==> config.mk <==
export PLATFORM = sky130hd
export DESIGN_NAME = first_match_window
export DESIGN_NICKNAME = d
export VERILOG_FILES = /design/src/rtl/first_match_window.sv
export SDC_FILE = /design/constraint.sdc
export NUM_CORES = 1
export LEC_CHECK = 0
export CORE_MARGIN = 4
export CORE_UTILIZATION = 46
export CTS_CLUSTER_DIAMETER = 30
export DETAILED_ROUTE_END_ITERATION = 8
export PLACE_DENSITY_LB_ADDON = 0.15
export SYNTH_ARGS = -nofsm -noshare
export SYNTH_HDL_FRONTEND = slang
export SYNTH_SLANG_ARGS = --single-unit
==> constraint.sdc <==
create_clock -name clk -period 3.85 [get_ports clk]
set_input_delay 0.5775 -clock clk [delete_from_list [all_inputs] [get_ports clk]]
set_output_delay 0.5775 -clock clk [all_outputs]
set_load 0.02 [all_outputs]
==> src/rtl/first_match_window.sv <==
// first_match_window: per-channel bounded-window first-match checker with saturating match/fail totals
module first_match_window #(
  parameter int N_CH = 4,
  parameter int MIN_DLY = 1,
  parameter int MAX_DLY = 8,
  parameter int RETRIGGER = 0,
  parameter int CNT_OUT_W = 16,
  localparam int LAT_W = $clog2(MAX_DLY + 1)
) (
  input  logic                  clk,
  input  logic                  rst_n,
  input  logic [N_CH-1:0]       en,
  input  logic [N_CH-1:0]       signal_in,
  input  logic                  cnt_clr,
  output logic [N_CH-1:0]       match,
  output logic [N_CH-1:0]       fail,
  output logic [N_CH-1:0]       drop,
  output logic [N_CH-1:0]       busy,
  output logic [N_CH*LAT_W-1:0] lat,
  output logic [CNT_OUT_W-1:0]  match_cnt,
  output logic [CNT_OUT_W-1:0]  fail_cnt
);
  localparam int SUM_W = CNT_OUT_W + $clog2(N_CH + 1);
  localparam logic [LAT_W-1:0] MIN_D = LAT_W'(MIN_DLY);
  localparam logic [LAT_W-1:0] MAX_D = LAT_W'(MAX_DLY);
  localparam logic [LAT_W-1:0] ONE_D = LAT_W'(1);
  localparam logic [SUM_W-1:0] CNT_MAX = SUM_W'({CNT_OUT_W{1'b1}});
  typedef enum logic {IDLE, ACTIVE} state_t;
  state_t state [N_CH];
  state_t state_next [N_CH];
  logic [LAT_W-1:0] d [N_CH];
  logic [LAT_W-1:0] d_next [N_CH];
  logic [N_CH-1:0] match_next, fail_next, drop_next;
  logic [N_CH*LAT_W-1:0] lat_next;
  logic [SUM_W-1:0] match_sum, fail_sum;
  if (MIN_DLY < 1 || MIN_DLY > MAX_DLY) begin : g_bad_dly
    $error("first_match_window: MIN_DLY must lie in 1..MAX_DLY");
  end
  always_comb begin
    match_next = '0;
    fail_next = '0;
    drop_next = '0;
    lat_next = lat;
    for (int i = 0; i < N_CH; i++) begin
      state_next[i] = state[i];
      d_next[i] = d[i];
      if (state[i] == IDLE) begin
        if (en[i]) begin
          state_next[i] = ACTIVE;
          d_next[i] = ONE_D;
        end
      end else if (en[i] && RETRIGGER != 0) begin
        d_next[i] = ONE_D;
        drop_next[i] = 1'b1;
      end else begin
        drop_next[i] = en[i];
        if (d[i] >= MIN_D && signal_in[i]) begin
          match_next[i] = 1'b1;
          lat_next[i*LAT_W +: LAT_W] = d[i];
          state_next[i] = IDLE;
        end else if (d[i] == MAX_D) begin
          fail_next[i] = 1'b1;
          state_next[i] = IDLE;
        end else begin
          d_next[i] = d[i] + ONE_D;
        end
      end
    end
    match_sum = SUM_W'(match_cnt) + SUM_W'($countones(match_next));
    fail_sum = SUM_W'(fail_cnt) + SUM_W'($countones(fail_next));
  end
  always_comb begin
    busy = '0;
    for (int i = 0; i < N_CH; i++) busy[i] = state[i] == ACTIVE;
  end
  always_ff @(posedge clk) begin
    if (!rst_n) begin
      for (int i = 0; i < N_CH; i++) begin
        state[i] <= IDLE;
        d[i] <= '0;
      end
      match <= '0;
      fail <= '0;
      drop <= '0;
      lat <= '0;
      match_cnt <= '0;
      fail_cnt <= '0;
    end else begin
      for (int i = 0; i < N_CH; i++) begin
        state[i] <= state_next[i];
        d[i] <= d_next[i];
      end
      match <= match_next;
      fail <= fail_next;
      drop <= drop_next;
      lat <= lat_next;
      match_cnt <= cnt_clr ? '0 : (match_sum > CNT_MAX ? CNT_MAX[CNT_OUT_W-1:0] : match_sum[CNT_OUT_W-1:0]);
      fail_cnt <= cnt_clr ? '0 : (fail_sum > CNT_MAX ? CNT_MAX[CNT_OUT_W-1:0] : fail_sum[CNT_OUT_W-1:0]);
    end
  end
endmodule
==> summary.txt <==
Simple-gate share of the synthesized area = 22.0%
Drt first pass iters = 4
DRT Wirelength = 7740 um
Antenna-violating nets left = 0
DR iter-0 viols = 66
Max-slew violations = 0
Die Area = 0.00951 mm^2
Largest net degree at the start of global routing = 30
I/O pins = 75
Final Util = 61.6%
Vias per inst = 5.03
Via count = 2932
Worst-Skew Late Latency = 0.34 ns
Most common cell after layout, fill and taps aside = dfxtp_1
Post-synth top area share = 43.5%
Max FO, Critical Path = 5
Area of the mapped netlist = 0.00368 mm^2
Final setup viols = 0
Yosys warnings = 0
Pleak = 1.85 nW
Largest family of logic cells by synthesized area = simple AND/OR/NAND/NOR gates
Startpoint types = flip-flop
Row count = 32
Register area share after synthesis = 43.5%
Post-Syn Instances = 395
Dpl hpwl = 5640 um
Status = completed
Crit path kind = reg -> reg
Synth Area in Compound Gates = 10.2%
Die Ht = 97.5 um
Skew final = 0.00560 ns
CTS root buffer = clkbuf_8
GRT overflow = 0
Die W = 97.5 um
Multiplexer area fraction after synthesis = 3.53%
Wire length of the first global-routing pass = 13500 um
Clock transition at path regs = 0.08 ns
Max Fclk = 278 MHz
Top_reg_cell synth = dfxtp_1
Number of synthesized flops with an enable pin = 0
Area delta synth->final = 29.9%
CTS tree = yes
Core area = 0.00777 mm^2
Worst slew margin = 40.2%
Critical Path Max Stage Delay = 0.49 ns
HP Class = reg -> reg
CTS max path bufs = 2
Post-CTS Setup Bufs = 0
Critical Path RT = 4.09 ns
Htree depth = 3
Initial antenna violation count = 0
Commonest cells after routing, fill and taps aside = dfxtp_1 (80), clkdlybuf4s50_1 (74), nor2_1 (37)
Crit. End Element = flip-flop
Diode count = 0
Final hold violations = 0
Cell variety after synth = 47
Total CTS buffers = 9
Async SR Flop Fraction = 0%
Xor and xnor area share after synthesis = 6.89%
Sink Count = 80
CTS Hold Bufs = 0
Chain of cells forming the critical path = inv_1, ha_1, or4b_4, and2_1, fa_1, inv_1, fa_1, inv_1, fa_1, and4_1, nor2b_4, and4_1, xnor2_1, a21oi_1
Max-cap violations = 0
Final Critical Period = 3.60 ns
Layout cells sized above 1 = 8.94%
RSZ-0062 raised after global routing = no
Synth Area in Adders = 9.37%
Drt drc = 0
NumNets Final = 511
Peak supply drop = 188 uV
Mean Syn Cell Area = 9.33 um^2
Fin crit share = 93.5%
Seq cells post-synth = 80
Wire length per cell = 13.3 um
Port bufs = 74
Largest area contributor in the netlist = dfxtp_1
Least-Margin Pin Slew = 0.896 ns
Mapped Nets = 430
Starting density of the core = 47.4%
Synth top area cells = dfxtp_1 (43%), ha_1 (6.1%), a21oi_1 (4.9%)
Total track usage = 17.2%
Slowest cell on the critical path = or4b_4
Critical path buffer and inverter count = 3
Delay-heaviest family, CP = simple AND/OR/NAND/NOR gates
CTS resizes = 0
Gp weighted congestion = 0.788
Via count of the first global-routing pass = 2849
Setup_tns = 0 ns
Worst path arrival time = 3.83 ns
Power per Cell Area = 347 mW/mm^2
==> kinds of logic (layout without fill, tap and decap cells) <==
family / count (synthesis) / after routing
flip-flops: 80 / 80
AO/OA/AOI/OAI: 58 / 58
AND/OR/NAND/NOR: 151 / 151
multiplexers: 13 / 13
buffers and inverters: 40 / 126
adder cells (fa/ha/maj): 24 / 24
XOR/XNOR: 29 / 29
==> per-layer routing <==
| layer | GRT usage, % | up-vias | part of all wire, % |
|---|---|---|---|
| met5 | 0 | - | 0 |
| met4 | 4.69 | 0 | 1.2 |
| met3 | 4.74 | 7 | 4.0 |
| met2 | 28.0 | 55 | 48 |
| met1 | 22.6 | 1363 | 47 |
| li1 | - | 1507 | - |
==> cell type report <==
class                   count  area, um^2
flip-flops and latches     80        1600
well taps                 102         128
multi-input cells         275        1930
inverters                  23        86.3
fillers                   679        2980
repair buffers             87         838
clock inverters             2        10.0
clock buffers              14         193
==> flip-flops by register name, indices dropped and copies added, names as in the netlist <==
signal and cells:
match 4, state 4, match_cnt 16, fail_cnt 16, fail 4, d 16, drop 4, lat 16
==> metrics by stage <==
step                      hold slack, ns  worst slack, ns  cells  area (um^2)  power [mW]
final                              0.461            0.251    583         4790        1.66
after global routing               0.496           0.0117    583         4790        1.74
after CTS                          0.466            0.127    583         4770        1.68
after detailed placement           0.455            0.108    567         4570        1.07
after global placement             0.445            0.144    567         4570        1.06
after floorplan                    0.477            0.194    395         3680        1.00
==> worst min-delay path, cell delays in order (launching register included) <==
cell     delay [ns]
dfxtp_1        0.32
nand2_1        0.05
a21oi_1        0.05
==> power by group <==
part,switching [mW],total (mW),internal (mW)
clock network,0.292,0.613,0.321
logic,0.0966,0.180,0.0839
registers,0.0224,0.867,0.845
==> path summary, 6_finish.rpt <==
check	startpoint	to	slack (ns)	cells after the start
max	d[2][1]	match_cnt[12]	0.25	14
min	lat[3]	lat[3]	0.46	2
max reg2reg	d[2][1]	match_cnt[12]	0.25	14
min reg2reg	lat[3]	lat[3]	0.46	2
==> cells in the mapped netlist, drive strengths merged, types with 6 or more instances <==
cell and number:
dfxtp 80, nor2 38, a21oi 36, nand2 28, inv 23, xor2 19
ha 18, and3 14, mux2i 13, nand3 12, clkbuf 11, xnor2 10
nand4 9, and2 7, nand2b 7, buf 6, fa 6, nor2b 6
nor3 6
(Power assumes the default switching activity.)
